===== src/rtl/axi_burst_writer_pkg.sv =====
// Shared types and AXI constants for the FIFO-to-DDR burst writer.
package axi_burst_writer_pkg;

   typedef enum logic [1:0] {
      StIdle,
      StAddr,
      StData,
      StResp
   } state_e;

   localparam logic [1:0] AxiBurstIncr = 2'b01;
   localparam logic [1:0] BrespOkay    = 2'b00;
   localparam logic [1:0] BrespExokay  = 2'b01;
   localparam logic [1:0] BrespSlverr  = 2'b10;
   localparam logic [1:0] BrespDecerr  = 2'b11;

   function automatic logic [2:0] calc_asize(input int unsigned data_width);
      return 3'($clog2(data_width / 8));
   endfunction

endpackage


===== src/rtl/axi_wr_addr_gen.sv =====
// Burst start address register: steps one burst slot per completed burst and
// folds back to the region base at the region end.
module axi_wr_addr_gen #(
   parameter int unsigned                  ADDR_WIDTH   = 32,
   parameter logic [ADDR_WIDTH-1:0]        BASE_ADDR    = '0,
   parameter logic [ADDR_WIDTH-1:0]        REGION_BYTES = ADDR_WIDTH'(32'h100000),
   parameter logic [ADDR_WIDTH-1:0]        STEP_BYTES   = ADDR_WIDTH'(32'h200)
) (
   input  logic                  clk,
   input  logic                  rst,
   input  logic                  advance,
   output logic [ADDR_WIDTH-1:0] addr,
   output logic                  wrap
);

   localparam logic [ADDR_WIDTH-1:0] RegionEnd = BASE_ADDR + REGION_BYTES;

   logic [ADDR_WIDTH-1:0] addr_q;
   logic [ADDR_WIDTH-1:0] addr_inc;

   // Sum wraps modulo 2^ADDR_WIDTH before the region-end compare.
   assign addr_inc = addr_q + STEP_BYTES;
   assign wrap     = advance && (addr_inc == RegionEnd);
   assign addr     = addr_q;

   always_ff @(posedge clk) begin
      if (rst) begin
         addr_q <= BASE_ADDR;
      end else if (advance) begin
         addr_q <= wrap ? BASE_ADDR : addr_inc;
      end
   end

endmodule


===== src/rtl/axi_burst_writer.sv =====
// AXI3-style write master draining an FWFT FIFO into a circular DDR region
// as INCR bursts, one burst outstanding at a time.
module axi_burst_writer
   import axi_burst_writer_pkg::*;
#(
   parameter int unsigned           DATA_WIDTH    = 256,
   parameter int unsigned           ADDR_WIDTH    = 32,
   parameter int unsigned           BURST_LEN     = 16,
   parameter int unsigned           CNT_WIDTH     = 9,
   parameter logic [ADDR_WIDTH-1:0] BASE_ADDR     = '0,
   parameter logic [ADDR_WIDTH-1:0] REGION_BYTES  = ADDR_WIDTH'(32'h100000),
   parameter logic [7:0]            AXI_ID        = 8'h00,
   parameter int unsigned           FLUSH_TIMEOUT = 1024
) (
   input  logic                    i_axi_clk,
   input  logic                    i_rst,
   input  logic [DATA_WIDTH-1:0]   i_fifo_data,
   input  logic                    i_fifo_empty,
   input  logic [CNT_WIDTH-1:0]    i_fifo_count,
   output logic                    o_rd_en,
   input  logic                    i_flush,
   output logic [7:0]              o_aid,
   output logic [ADDR_WIDTH-1:0]   o_aaddr,
   output logic [7:0]              o_alen,
   output logic [2:0]              o_asize,
   output logic [1:0]              o_aburst,
   output logic [1:0]              o_alock,
   output logic                    o_atype,
   output logic                    o_avalid,
   input  logic                    i_aready,
   output logic [7:0]              o_wid,
   output logic [DATA_WIDTH-1:0]   o_wdata,
   output logic [DATA_WIDTH/8-1:0] o_wstrb,
   output logic                    o_wlast,
   output logic                    o_wvalid,
   input  logic                    i_wready,
   input  logic [7:0]              i_bid,
   input  logic [1:0]              i_bresp,
   input  logic                    i_bvalid,
   output logic                    o_bready,
   output logic                    o_busy,
   output logic                    o_burst_done,
   output logic                    o_wrap,
   output logic                    o_err
);

   localparam int unsigned BurstBytes = BURST_LEN * DATA_WIDTH / 8;

   state_e      state_q, state_d;
   logic [7:0]  alen_q, alen_d;
   logic [7:0]  beat_q, beat_d;
   logic [31:0] tmo_q, tmo_d;
   logic        err_q, err_d;

   logic [31:0] cnt_ext;
   logic        cnt_full;
   logic        cnt_partial;
   logic        tmo_expired;
   logic        unused_bid;

   assign cnt_ext     = 32'(i_fifo_count);
   assign cnt_full    = cnt_ext >= BURST_LEN;
   assign cnt_partial = (cnt_ext != 32'd0) && !cnt_full;
   assign tmo_expired = (FLUSH_TIMEOUT != 0) && (tmo_q == FLUSH_TIMEOUT - 1);
   assign unused_bid  = ^i_bid;

   always_comb begin
      state_d      = state_q;
      alen_d       = alen_q;
      beat_d       = beat_q;
      tmo_d        = '0;
      err_d        = err_q;
      o_avalid     = 1'b0;
      o_wvalid     = 1'b0;
      o_wlast      = 1'b0;
      o_bready     = 1'b0;
      o_burst_done = 1'b0;
      unique case (state_q)
         StIdle: begin
            if (cnt_full) begin
               // A pending flush is absorbed by the full burst.
               alen_d  = 8'(BURST_LEN - 1);
               state_d = StAddr;
            end else if (cnt_partial && (i_flush || tmo_expired)) begin
               alen_d  = 8'(cnt_ext - 32'd1);
               state_d = StAddr;
            end else if (cnt_partial && (FLUSH_TIMEOUT != 0)) begin
               tmo_d = tmo_q + 32'd1;
            end
         end
         StAddr: begin
            o_avalid = 1'b1;
            beat_d   = '0;
            if (i_aready) state_d = StData;
         end
         StData: begin
            o_wvalid = !i_fifo_empty;
            o_wlast  = o_wvalid && (beat_q == alen_q);
            if (o_wvalid && i_wready) begin
               if (beat_q == alen_q) state_d = StResp;
               else                  beat_d  = beat_q + 8'd1;
            end
         end
         StResp: begin
            o_bready = 1'b1;
            if (i_bvalid) begin
               o_burst_done = 1'b1;
               if (i_bresp != BrespOkay) err_d = 1'b1;
               state_d = StIdle;
            end
         end
         default: state_d = StIdle;
      endcase
   end

   always_ff @(posedge i_axi_clk) begin
      if (i_rst) begin
         state_q <= StIdle;
         alen_q  <= '0;
         beat_q  <= '0;
         tmo_q   <= '0;
         err_q   <= 1'b0;
      end else begin
         state_q <= state_d;
         alen_q  <= alen_d;
         beat_q  <= beat_d;
         tmo_q   <= tmo_d;
         err_q   <= err_d;
      end
   end

   axi_wr_addr_gen #(
      .ADDR_WIDTH   (ADDR_WIDTH),
      .BASE_ADDR    (BASE_ADDR),
      .REGION_BYTES (REGION_BYTES),
      .STEP_BYTES   (ADDR_WIDTH'(BurstBytes))
   ) u_addr_gen (
      .clk     (i_axi_clk),
      .rst     (i_rst),
      .advance (o_burst_done),
      .addr    (o_aaddr),
      .wrap    (o_wrap)
   );

   assign o_rd_en  = o_wvalid & i_wready;
   assign o_aid    = AXI_ID;
   assign o_wid    = AXI_ID;
   assign o_alen   = alen_q;
   assign o_asize  = calc_asize(DATA_WIDTH);
   assign o_aburst = AxiBurstIncr;
   assign o_alock  = 2'b00;
   assign o_atype  = 1'b1;
   assign o_wdata  = i_fifo_data;
   assign o_wstrb  = '1;
   assign o_busy   = state_q != StIdle;
   assign o_err    = err_q;

endmodule


===== config.mk =====
export PLATFORM = sky130hd
export DESIGN_NAME = axi_burst_writer
export DESIGN_NICKNAME = d
export VERILOG_FILES = /design/src/rtl/axi_burst_writer_pkg.sv /design/src/rtl/axi_wr_addr_gen.sv /design/src/rtl/axi_burst_writer.sv
export SDC_FILE = /design/constraint.sdc
export NUM_CORES = 1
export LEC_CHECK = 0
export BUFFER_PORTS_ARGS = -buffer_cell sky130_fd_sc_hd__buf_2
export CORE_AREA = 2 2 249 251
export CTS_BUF_LIST = sky130_fd_sc_hd__clkbuf_8
export DETAILED_ROUTE_END_ITERATION = 6
export DIE_AREA = 0 0 251 253
export PLACE_DENSITY = 0.44
export SYNTH_ARGS = -nofsm -noshare
export SYNTH_HDL_FRONTEND = slang
export SYNTH_SLANG_ARGS = --single-unit

===== constraint.sdc =====
create_clock -name i_axi_clk -period 2.38 [get_ports i_axi_clk]
set_input_delay 0.238 -clock i_axi_clk [delete_from_list [all_inputs] [get_ports i_axi_clk]]
set_output_delay 0.238 -clock i_axi_clk [all_outputs]
set_load 0.02 [all_outputs]

==> summary.md <==
| Metric | Value |
|---|---|
| Worst reg2reg path endpoint | `beat_q[5]$_SDFFE_PP0P_` |
| Die span in y | `253 um` |
| Endpoint of the worst setup timing path | `o_wrap` |
| Crit-path max FO | `3` |
| Top Ports | `643` |
| Vias per inst | `2.88` |
| Via count of the first global-routing pass | `3,930` |
| Crit path arrival time | `2.26 ns` |
| Sequential element share of the synthesized area | `23.1%` |
| Number of filler cells placed in the layout | `7,122` |
| Endpoint required time on the critical path | `2.14 ns` |
| Detailed placer's ending HPWL | `13,400 um` |
| Gr usage total | `5.13%` |
| Leakage power | `2.27 nW` |
| Final setup vio count | `1` |
| CTS Root Cell | `clkbuf_8` |
| Min setup slack post-route | `-0.115 ns` |
| Pre-Repair DR Iteration Count | `4` |
| Depth of the CTS H-tree | `3` |
| Register-to-register setup slack | `0.22 ns` |
| Largest area contributor in the synthesized netlist | `buf_4` |
| Cells on worst reg2reg path | `8` |
| Endpoint type of the worst setup path | `primary output` |
| Std-Cell Core Area | `61,000 um2` |
| Top cells by area, synth | `buf_4, dfxtp_1, xor2_1` |
| Count of state elements after synthesis | `74` |
| Post-synthesis cell type count | `60` |
| Number of CTS-inserted buffers | `9` |
| Violations in the final reports | `negative setup slack` |
| Fmax | `401 MHz` |
| Final Instance Area | `6170 um2` |
| Largest net degree at the start of global routing | `40` |
| Area added between synthesis and finish | `-4.01%` |
| EDFF count, synth | `0` |
| Clock tree from TritonCTS | `done` |
| Worst Max-Slew Pin Slew | `0.522 ns` |
| Library cell with the highest instance count after synthesis | `buf_4` |
| Remaining antenna violation count | `0` |
| Share of Yosys cell area claimed by the top area cell type | `37.7%` |
| Count of final hold-check violations | `0` |
| Number of design-rule violations left by the first detailed-router iteration | `105` |
| Worst-Skew Late Latency | `0.40 ns` |
| Synth warn | `0` |
| Source of the worst hold timing path | `i_fifo_count[0]` |
| Ratio of cells with drive above 1 in the final layout | `28.1%` |
| Starting density of the core | `10.5%` |
| Count of buffers from port buffering | `57` |
| Layout Nets | `915` |
| DP Area | `5730 um2` |
| Post-synthesis async set-or-reset flop share | `0%` |
| Wire length of the first global-routing pass | `24,000 um` |
| Most common flop cell mapped by yosys | `dfxtp_1` |
| Hold Path Stages | `2` |
| Path category of the worst min-delay check | `in -> reg` |
| Timing startpoint of the critical path | `u_addr_gen.addr[10]$_SDFFE_PP0P_` |
| Initial antenna violation count | `0` |
| Core occupancy in the finished layout | `10.1%` |
| Pins Over Slew Limit | `0` |
| RSZ-0062 raised after global routing | `true` |
| Mean Syn Cell Area | `8.16 um2` |
| Setup clock skew after layout | `0.0168 ns` |
| MaxCap Viol Count | `0` |
| Hold-fix buffers at CTS | `0` |
| Final-layout setup total negative slack | `-0.115 ns` |
| Post-layout min period | `2.50 ns` |
| Worst Setup Start Kind | `flop` |
| Clock-pin transition on the worst setup and hold timing paths | `0.10 ns` |
| Relative max-transition margin | `65.2%` |
| Count of placed standard cells including taps | `1,393` |
| Status | `finished, violations left` |
| Synthesized instance count | `787` |
| Power per cell area | `478 nW/um2` |
| Peak VDD IR | `0.322 mV` |
| Worst R2R Start | `state_q[0]$_SDFFE_PP0P_` |
| Overall overflow remaining after global route | `0` |
| Number of vias in the routed layout | `4,091` |
| Mean routed wirelength per cell | `11.9 um` |
| Worst setup path class | `reg -> out` |
| Cell Area, Synth | `6420 um2` |
| Die X | `251 um` |
| Area of the die | `63,500 um2` |
| Gp weighted congestion | `0.754` |
| Number of remaining DRC errors | `0` |
| Clock sink total | `74` |
| Pre-CTS setup slack | `0.0382 ns` |
| Share of the clock period used by the worst path | `105%` |
| Clock Path Buffers | `2` |
| Finished Layout Cells | `1,421` |
| Total length of routed wires | `16,900 um` |
| Std-Cell Rows | `91` |
| Cell types with the highest counts after synthesis | `buf_4, dfxtp_1, nor2_1, xor2_1` |
-- registers in the layout, indices dropped and copies added, names as in the netlist --
signal	cells
tmo_q	32
o_err	1
o_alen	8
beat_q	8
state_q	2
u_addr_gen.addr	23
-- report_power, final --
part	total, mW	leakage, nW	internal, mW	switching (mW)
logic	0.630	1.57	0.210	0.420
registers	1.31	0.607	1.27	0.0395
clock network	1.00	0.0947	0.406	0.596
-- through the flow --
step / hold slack [ns] / total power [mW]
finish: 0.0800 / 2.95
global route: 0.0470 / 3.16
CTS: 0.0388 / 3.05
detailed placement: 0.451 / 1.98
global placement: 0.436 / 1.98
floorplan: 0.348 / 2.44
-- kinds of logic after synthesis --
logic type                 synth area share (%)
AOI/OAI and AO/OA                          6.16
xor gates and xnor gates                   9.82
adders and majority gates                  1.75
buffers and inverters                      39.7
DFF                                        23.1
muxes                                     0.467
other                                     0.117
and+or+nand+nor                            18.9
-- cell usage in the layout (no fill, tap or decap), types with 13 or more instances in the layout --
cell type | synthesis | final
buf_2 | 7 | 56
nor2_1 | 71 | 70
buf_4 | 323 | 42
dfxtp_2 | 0 | 15
nor3_1 | 22 | 21
xnor2_1 | 29 | 29
conb_1 | 2 | 65
nand3_1 | 21 | 18
dfxtp_1 | 74 | 57
xor2_1 | 43 | 43
nand2_1 | 29 | 29
nand4_1 | 14 | 14
inv_1 | 13 | 13
-- how the worst min path moves through the flow --
| stage | end | slack (ns) |
|---|---|---|
| global placement | o_err$_SDFFE_PP0P_ | 0.44 |
| finish | o_alen[0]$_SDFFE_PP0P_ | 0.08 |
| floorplan | o_alen[0]$_SDFFE_PP0P_ | 0.35 |
| CTS | o_alen[0]$_SDFFE_PP0P_ | 0.04 |
| global route | o_alen[0]$_SDFFE_PP0P_ | 0.05 |
| detailed placement | o_err$_SDFFE_PP0P_ | 0.45 |
-- worst max-delay path: stages (launching register included) --
cell	delay, ns
dfxtp_2	0.37
ha_4	0.18
nand4_4	0.11
nor4_4	0.38
xor2_1	0.13
a211oi_2	0.18
o2111a_1	0.26
and2_4	0.15
buf_6	0.11
-- layout make-up --
cell class              count  area, um2  share of cell area (%)
multi-input cells         422       2750                    44.7
flip-flops and latches     74       1510                    24.5
well taps                 790        988                    16.0
repair buffers            103        669                    10.9
clock buffers               9        124                    2.01
clock inverters             7       65.1                    1.06
inverters                  14       52.6                   0.852
diodes                      2       5.00                  0.0812
-- per-layer routing --
layer	wire length [um]	part of all wire [%]	track usage (%)
met3	2520	15	4.16
met5	0	0	0
met4	919	5.4	3.35
met2	7200	43	7.28
met1	6300	37	5.10
-- repair_timing --
| action | 4_1_cts | 5_1_grt |
|---|---|---|
| setup buffers | 8 | 2 |
| pin swaps | 13 | 4 |
| gates resized for setup | 31 | 15 |
| gates cloned | 0 | 0 |
| endpoints found under the setup margin | 1 | 1 |
| hold endpoints to repair | 0 | 0 |
Note: power is estimated with default switching activity, not from simulation.
